**config.mk**
```make
export PLATFORM = sky130hd
export DESIGN_NAME = cmd_sequencer
export DESIGN_NICKNAME = d
export VERILOG_FILES = /design/src/rtl/cmd_sequencer.sv
export SDC_FILE = /design/constraint.sdc
export NUM_CORES = 1
export LEC_CHECK = 0
export CORE_AREA = 5 5 80 82
export DETAILED_ROUTE_END_ITERATION = 10
export DIE_AREA = 0 0 85 87
export HOLD_SLACK_MARGIN = 0.02
export PLACE_DENSITY = 0.58
export RECOVER_POWER = 50
export SLEW_MARGIN = 15
export SYNTH_ARGS = -nofsm -noshare
export SYNTH_HDL_FRONTEND = slang
export SYNTH_SLANG_ARGS = --single-unit
export TNS_END_PERCENT = 30
```
**constraint.sdc**
```tcl
create_clock -name clock -period 6.2 [get_ports clock]
set_clock_uncertainty 0.15 [all_clocks]
set_input_delay 0.93 -clock clock [delete_from_list [all_inputs] [get_ports clock]]
set_output_delay 0.93 -clock clock [all_outputs]
set_load 0.01 [all_outputs]
```
**src/rtl/cmd_sequencer.sv**
```systemverilog
// Keypad command sequencer: queues key codes in a FIFO and issues them to a calculator with a ready/busy handshake.
// Optional build macro CMD_SEQ_FILTER_EN drops incoming codes equal to NOP_CODE.
module cmd_sequencer #(
  parameter int unsigned DEPTH    = 4,
  parameter logic [3:0]  NOP_CODE = 4'hD,
  parameter int unsigned TIMEOUT  = 16
) (
  input  logic                     clock,
  input  logic                     reset,
  input  logic                     key_valid,
  input  logic [3:0]               key_code,
  input  logic [1:0]               calc_status,
  output logic [3:0]               cmd,
  output logic                     key_ready,
  output logic [$clog2(DEPTH):0]   fifo_count,
  output logic                     busy,
  output logic                     err,
  output logic                     overflow
);

  localparam int unsigned AW = $clog2(DEPTH);
  localparam int unsigned CW = AW + 1;
  localparam int unsigned TW = $clog2(TIMEOUT + 1);

  localparam logic [1:0] STAT_ERROR = 2'b00;
  localparam logic [1:0] STAT_BUSY  = 2'b01;
  localparam logic [1:0] STAT_READY = 2'b10;

  typedef enum logic [1:0] {IDLE, WAIT_BUSY, WAIT_READY, ERROR} state_t;

  state_t        state;
  state_t        state_next;
  logic [3:0]    mem [DEPTH];
  logic [AW-1:0] rd_ptr;
  logic [AW-1:0] wr_ptr;
  logic [CW-1:0] count;
  logic [TW-1:0] timer;
  logic [TW-1:0] timer_next;
  logic [3:0]    cmd_next;
  logic          pop;
  logic          push;
  logic          push_req;
  logic          drop;
  logic          flush;
  logic          timed_out;
  logic          filtered;

`ifdef CMD_SEQ_FILTER_EN
  assign filtered = (key_code == NOP_CODE);
`else
  assign filtered = 1'b0;
`endif

  assign key_ready  = (count < CW'(DEPTH));
  assign fifo_count = count;
  assign busy       = (state == WAIT_BUSY) || (state == WAIT_READY);
  assign err        = (state == ERROR);

  // Pushes are ignored in ERROR; a full FIFO drops the code and flags overflow.
  assign push_req  = key_valid && !filtered && (state != ERROR);
  assign push      = push_req && key_ready;
  assign drop      = push_req && !key_ready;
  assign flush     = (state_next == ERROR);
  assign timed_out = (timer == TW'(TIMEOUT - 1));

  always_ff @(posedge clock) begin
    if (reset) begin
      state <= IDLE;
    end else begin
      state <= state_next;
    end
  end

  // Next state, issued command, timer and pop decision; calc error status overrides all.
  always_comb begin
    state_next = state;
    cmd_next   = cmd;
    timer_next = timer;
    pop        = 1'b0;
    if (calc_status == STAT_ERROR) begin
      state_next = ERROR;
      cmd_next   = NOP_CODE;
    end else begin
      case (state)
        IDLE: begin
          if ((count != '0) && (calc_status == STAT_READY)) begin
            pop        = 1'b1;
            cmd_next   = mem[rd_ptr];
            timer_next = '0;
            state_next = WAIT_BUSY;
          end else begin
            cmd_next = NOP_CODE;
          end
        end
        WAIT_BUSY: begin
          if (calc_status == STAT_BUSY) begin
            cmd_next   = NOP_CODE;
            timer_next = '0;
            state_next = WAIT_READY;
          end else if (timed_out) begin
            cmd_next   = NOP_CODE;
            state_next = ERROR;
          end else begin
            timer_next = timer + TW'(1);
          end
        end
        WAIT_READY: begin
          cmd_next = NOP_CODE;
          if (calc_status == STAT_READY) begin
            state_next = IDLE;
          end else if (timed_out) begin
            state_next = ERROR;
          end else begin
            timer_next = timer + TW'(1);
          end
        end
        ERROR: begin
          cmd_next = NOP_CODE;
        end
        default: begin
          cmd_next   = NOP_CODE;
          state_next = IDLE;
        end
      endcase
    end
  end

  always_ff @(posedge clock) begin
    if (reset) begin
      cmd      <= NOP_CODE;
      timer    <= '0;
      rd_ptr   <= '0;
      wr_ptr   <= '0;
      count    <= '0;
      overflow <= 1'b0;
    end else begin
      cmd   <= cmd_next;
      timer <= timer_next;
      if (drop) begin
        overflow <= 1'b1;
      end
      if (flush) begin
        rd_ptr <= '0;
        wr_ptr <= '0;
        count  <= '0;
      end else begin
        if (push) begin
          wr_ptr <= wr_ptr + AW'(1);
        end
        if (pop) begin
          rd_ptr <= rd_ptr + AW'(1);
        end
        count <= count + CW'(push) - CW'(pop);
      end
    end
  end

  // Storage needs no reset; validity is tracked by count and pointers.
  always_ff @(posedge clock) begin
    if (push) begin
      mem[wr_ptr] <= key_code;
    end
  end

endmodule

```
Word-level counts from Yosys, hierarchy flattened --
Memory sizes are Yosys's and may differ from the RTL's. A register that Yosys moved wholly into a read port is not among the register bits. Cells that the tools add are included. Widths: inputs -> output; s select.
Cells by class: add/subtract/negate cells 5, bitwise logic cells 1, $lt $le $gt $ge 1, equality and inequality tests 11, reductions and logical operators 14, multiplexer cells 22
Operators by type and width (number):
- $mux 5 | 4
- $pmux 5 s3 | 1
- $mux 2 | 7
- $mux 4 | 3
- $pmux 4 s3 | 1
- $eq 2x2->1 const B | 4
- $ne 2x2->1 const B | 3
- $pmux 2 s3 | 1
- $reduce_bool 3->1 | 2
- $reduce_or 2->1 | 3
- $add 5x1->5 const B | 1
- $eq 5x4->1 const B | 1
- $mux 1 | 5
- $add 2x1->2 const B | 2
- $eq 2x1->1 const B | 2
- $logic_and 1x1->1 | 4
- $logic_not 2->1 | 2
- $reduce_and 4->1 | 1
- $add 3x1->3 | 1
- $lt 3x3->1 const B | 1
- $ne 3x2->1 const B | 1
- $sub 3x1->3 | 1
- $logic_not 1->1 | 1
- $logic_or 1x1->1 | 1
- $not 1->1 | 1
Word-level totals: word-level logic and storage cells 62, register bits after elaboration 19, output and inout port bits 11, bits in writable memories 16, input port bits 9, memories kept 1
Memory list:
- mem | words 4, width 4, rd ports 1, clocked after Yosys merged registers in 1, wr ports 1, line 33 | logic [3:0] mem [DEPTH];

Logic depth before layout (Yosys ltp) --
depth in word-level cells 8, mapped depth 12, gate-level depth less buffers 11

Least setup slack after synthesis --
No wires, ideal clock.
path type input port to flip-flop, start input port calc_status[0], end register count[2] (netlist: fifo_count[2]), library setup time 132 ps, data required time 5918 ps, buffers on the path 1, cell stages on the path 10, slack 3310 ps, arrival 2609 ps, path through and2b_2 -> and3_1 -> buf_6 -> ha_1 -> inv_1 -> ha_1 -> fa_1 -> xnor2_1 -> xnor2_1 -> nor3_1
On the way: elaborated cells between the ends (all ways) 15, classes of those cells 1 x add/sub; 3 x eq/ne; 8 x mux; 3 x reduce/logical
RTL lines:
- from (decl) | line 12 | input logic [1:0] calc_status,
- $eq 2x2->1 | line 86 | if ((count != '0) && (calc_status == STAT_READY)) begin
- $logic_and 1x1->1 | line 86
- $mux 1 | line 86
- $mux 1 | line 84 | case (state)
- $mux 1 (*) | line 80 | if (calc_status == STAT_ERROR) begin
- net pop | line 40 | logic pop;
- $sub 3x1->3 (*) | line 153 | count <= count + CW'(push) - CW'(pop);
- to (signal assigned) | line 153
- to (decl) | line 36 | logic [CW-1:0] count;
Mark *: on every way through the listed nets, which the timed path passes. The rest lies on a longest branch. A chain may end at the register's enable or synchronous reset.

Final worst setup path --
start input port calc_status[0], end register count[2] (netlist: fifo_count[2])
On the way: longest elaborated chain between the ends 7, elaborated cells between the ends (all ways) 15, classes of those cells 1 x add/sub; 3 x eq/ne; 8 x mux; 3 x reduce/logical
Ends and longest elaborated chain:
- $eq 2x2->1 | line 86, 109
- $logic_and 1x1->1 | line 86
- $mux 2 | line 86
- $pmux 2 s3 | line 84
- $mux 2 | line 80
- $eq 2x2->1 | line 63 | assign flush = (state_next == ERROR);
- $reduce_or 2->1 (no source line)
Parallel ways exist; a longest one is shown, timed or not.

==> impl.org <==
** GRT
- For this run, global-route usage on met1 was measured as approximately 11%.
- Global routing finished with a remaining overflow of 0.
- Entering global routing, the biggest net connects 20 pins.
- For met2 alone, demand over resource in global routing was roughly 15%.
- Wire length of the first global-routing pass :: roughly 5.5 mm
- Global routing consumed, on the met3 layer, roughly 3.6% of the routing resources.
- Grt peak-use layer :: met2
- Global routing consumed, over all layers together, under 10% of the routing resources.
- The number of antenna violations at the first check in global routing was 0.
- The number of global-route vias before repair is around 1.2k.

** Drt
- DRC errors left :: 0
- In the routed layout, each cell is associated on average with a via count of around 4.6.
- In the final routed layout, each cell accounts on average for ~13 um.
- Number of nets with antenna violations after routing :: 0
- Via count of the routed design :: roughly 1.2k
- The pre-antenna-repair detailed-routing pass consisted of 5 iterations.
- Total wire length after detailed routing :: 3.21 mm
- For this block, the initial DRC count from the detailed router was 53.

** Yosys
- Synth top area cells :: sky130_fd_sc_hd__edfxtp_1 27%, sky130_fd_sc_hd__dfxtp_1 24%, sky130_fd_sc_hd__ha_1 8.4%
- During synthesis, Yosys emitted a total of 0 warnings.
- Post-Synthesis Cells :: 158
- The synthesized netlist contains 40 unique library cells.
- Async set or reset register ratio after synthesis :: 0%
- Synthesis produced a netlist with a net count of 180.
- Summing every instance area after synthesis gives between 0.0015 and 0.002 mm^2.
- Yosys mapped a number of flops with a built-in enable equal to 16.
- Biggest area consumer among synthesized cells :: sky130_fd_sc_hd__edfxtp_1
- Main flop type after synthesis :: sky130_fd_sc_hd__dfxtp_1
- Of the synthesized area, sequential elements account for between 50 and 60%.
- The top cell type by area accounts for approximately 27% of the synthesized area.
- In this run, synthesis produced a sequential element count of 37.
- Post-synthesis area per instance :: roughly 11 um^2

** Floorplan
- Die Y :: 87 um
- Total die area :: around 0.0074 mm^2
- The region available for standard cell placement spans ~0.0057 mm^2.
- Horizontal die dimension :: roughly 85 um
- The floorplan has 28 rows.
- Initial core utilization :: about 31%
- During I/O placement, the number of pins put on the boundary was 20.

** Flow run
- Max-cap violations in this run came to 0.

** Clocking
- The number of clock buffers added by TritonCTS is 5.
- CTS built an H-tree with a depth of 2.
- CTS saw 37 sinks.
- Gates resized during post-CTS repair numbered 0.
- TritonCTS built the clock tree.
- No sink is reached through more buffers than the 2 on the longest clock path.
- Post-CTS repair timing setup buffer count :: 0
- The tree is rooted in a sky130_fd_sc_hd__clkbuf_8.
- Number of buffers inserted by hold repair at cts :: 0
- Clk Latency, worst-skew pair :: approximately 0.29 ns
- Clock transition time at the flip-flop clock pins of the worst setup and hold paths :: 0.08 ns

** Pwr
- Proportion of power drawn by flip-flops and latches :: around 45%
- Clock share of power :: around 30%
- Combinational Power Share :: between 20% and 30%
- Fraction of power spent switching nets :: 28.5%
- Int Power :: a little under 500 uW
- Static leakage power :: 0.000742 uW
- IR analysis of the VDD net gives a maximum drop of slightly above 0.0001 V.
- Power Density :: roughly 320 mW/mm^2
- After layout, the design draws a total of 680 uW.
- Switching power total :: 194 uW

** STA
- Max Fclk :: approximately 310 MHz
- The final hold violation count was 0.
- Max Transition Viols Final :: 0
- Worst Setup Slack, final :: 2.95 ns
- Setup repair after global routing left no endpoint under its margin.
- Number of endpoints failing setup at the final stage :: 0
- In this run the tightest slew margin relative to its limit is 55.1%.
- Total negative slack :: 0 ns
- At the pin with the least slew margin, the transition time is 0.671 ns.
- Final clock period utilization by the worst path :: a little over half
- The clock period could shrink to between 3 and 4 ns.

** Finish
- Design area :: ~0.0021 mm^2
- Number of antenna repair diodes :: 0
- Cells fill between 30% and 40% of the core in the end.
- In the final design database the tool counted 200 nets.
- Area added between synthesis and finish :: 20.0%
- Fraction of final layout cells with drive strength greater than 1 :: between 8 and 9%
- Counting the fill cells in the layout gives approximately 570.

** Placement
- Once placement finished, the instance area stood at roughly 0.0020 mm^2.
- Worst setup timing slack at the placement stage :: approximately 2.7 ns
- Detailed placement finished with a half-perimeter wire length of 2.40 mm.
- RePlAce Congestion :: 0.733
- The count of buffers added on input and output ports is 19.

** Worst setup path
- STA classifies the critical path startpoint as a primary input.
- The worst setup path is captured at a flip-flop.
- Crit path kind :: primary input to flip-flop
- For the worst setup path, the data required time is 6.21 ns.
- Arrival time worst endpoint :: approximately 3.3 ns
- Along the worst path, the maximum fanout reaches 7.

** Min path
- Hold WC Path Type :: flip-flop to flip-flop

** Status
- Run status :: finished, final reports clean
==> per-layer routing <==
metal	vias to the layer above	part of all wire, %
li1	605	-
met1	532	43
met2	23	49
met3	5	5.5
met4	0	2.1
met5	-	0
==> kinds of logic (layout without fill, tap and decap cells) <==
kind of cell             Yosys count  after routing  synth area share, %
flip-flops                        37             37                 50.7
XOR/XNOR                           5              5                 2.46
buffers and inverters             20             41                 5.14
AO/OA/AOI/OAI                     31             31                 12.0
multiplexers                       4              4                 5.07
adder cells (fa/ha/maj)           13             13                 9.57
AND/OR/NAND/NOR                   48             48                 15.1
==> flip-flops by register name, indices dropped and copies added (netlist names), named ones only <==
signal / cells
cmd: 4
wr_ptr: 2
overflow: 1
fifo_count: 3
rd_ptr: 2
mem: 16
timer: 5
state: 2
==> cell usage in the layout (no fill, tap or decap), types with 2 or more instances in the layout <==
cell type | Yosys | final
sky130_fd_sc_hd__dfxtp_1 | 21 | 21
sky130_fd_sc_hd__or2_2 | 2 | 2
sky130_fd_sc_hd__o31a_1 | 2 | 2
sky130_fd_sc_hd__mux4_2 | 4 | 4
sky130_fd_sc_hd__nand2b_1 | 4 | 4
sky130_fd_sc_hd__nand2_1 | 4 | 4
sky130_fd_sc_hd__ha_1 | 12 | 12
sky130_fd_sc_hd__o32ai_1 | 2 | 2
sky130_fd_sc_hd__o21ai_0 | 9 | 9
sky130_fd_sc_hd__inv_1 | 14 | 14
sky130_fd_sc_hd__and3_1 | 4 | 4
sky130_fd_sc_hd__xnor2_1 | 4 | 4
sky130_fd_sc_hd__dlygate4sd3_1 | 0 | 6
sky130_fd_sc_hd__clkdlybuf4s50_1 | 0 | 13
sky130_fd_sc_hd__nor2_1 | 9 | 9
sky130_fd_sc_hd__nand3b_1 | 2 | 2
sky130_fd_sc_hd__a21boi_1 | 2 | 2
sky130_fd_sc_hd__nor3_1 | 10 | 10
sky130_fd_sc_hd__nor3b_1 | 2 | 2
sky130_fd_sc_hd__a21oi_1 | 5 | 5
sky130_fd_sc_hd__clkbuf_8 | 0 | 5
sky130_fd_sc_hd__edfxtp_1 | 16 | 16
sky130_fd_sc_hd__a211oi_1 | 3 | 3
sky130_fd_sc_hd__and2_0 | 0 | 4
sky130_fd_sc_hd__nand3_1 | 2 | 2
==> layout make-up <==
| type | count | area, um^2 | share of cell area [%] |
|---|---|---|---|
| clock buffers | 5 | 68.8 | 3.23 |
| repair buffers | 19 | 190 | 8.91 |
| inverters | 14 | 52.6 | 2.46 |
| flip-flops and latches | 37 | 901 | 42.2 |
| clock inverters | 3 | 41.3 | 1.94 |
| multi-input cells | 101 | 786 | 36.8 |
| well taps | 75 | 93.8 | 4.40 |
==> critical path, cell delays in order <==
cell and delay [ns]:
sky130_fd_sc_hd__clkdlybuf4s50_1 0.56, sky130_fd_sc_hd__and2b_2 0.25, sky130_fd_sc_hd__and3_1 0.26, sky130_fd_sc_hd__ha_1 0.30
sky130_fd_sc_hd__inv_1 0.04, sky130_fd_sc_hd__ha_1 0.18, sky130_fd_sc_hd__fa_1 0.37, sky130_fd_sc_hd__xnor2_1 0.18
sky130_fd_sc_hd__xnor2_1 0.14, sky130_fd_sc_hd__nor3_1 0.06
==> worst paths after layout <==
check / start / to / slack (ns) / cells after the start
worst min-delay path: timer[4] / timer[4] / 0.30 / 2
worst min register to register: timer[4] / timer[4] / 0.30 / 2
worst max register to register: state[0] / fifo_count[2] / 3.43 / 11
worst max-delay path: calc_status[0] / fifo_count[2] / 2.95 / 10
==> synthesized netlist by cell type (all sizes together) (2+ instances only) <==
cell,number
a211oi,3
a21boi,3
a21oi,6
and2,4
and3,4
buf,3
clkbuf,3
dfxtp,21
edfxtp,16
ha,12
inv,14
mux4,4
nand2,5
nand2b,4
nand3,2
nand3b,2
nor2,9
nor3,10
nor3b,2
o21ai,9
o31a,2
o32ai,2
or2,2
xnor2,4
==> power groups by stage <==
| stage | clock network, uW | registers [uW] | logic (uW) |
|---|---|---|---|
| floorplan | 0 | 309 | 120 |
| global placement | 0 | 310 | 172 |
| detailed placement | 0 | 311 | 172 |
| CTS | 213 | 305 | 173 |
| global route | 223 | 309 | 191 |
| finish | 206 | 305 | 169 |
==> metrics by stage <==
step / std cells / hold slack [ns]
2_1_floorplan: 158 / 0.273
3_3_place_gp: 246 / 0.289
3_5_place_dp: 246 / 0.289
4_1_cts: 254 / 0.300
5_1_grt: 254 / 0.315
6_report: 254 / 0.301
Note: power is estimated with default switching activity, not from simulation.
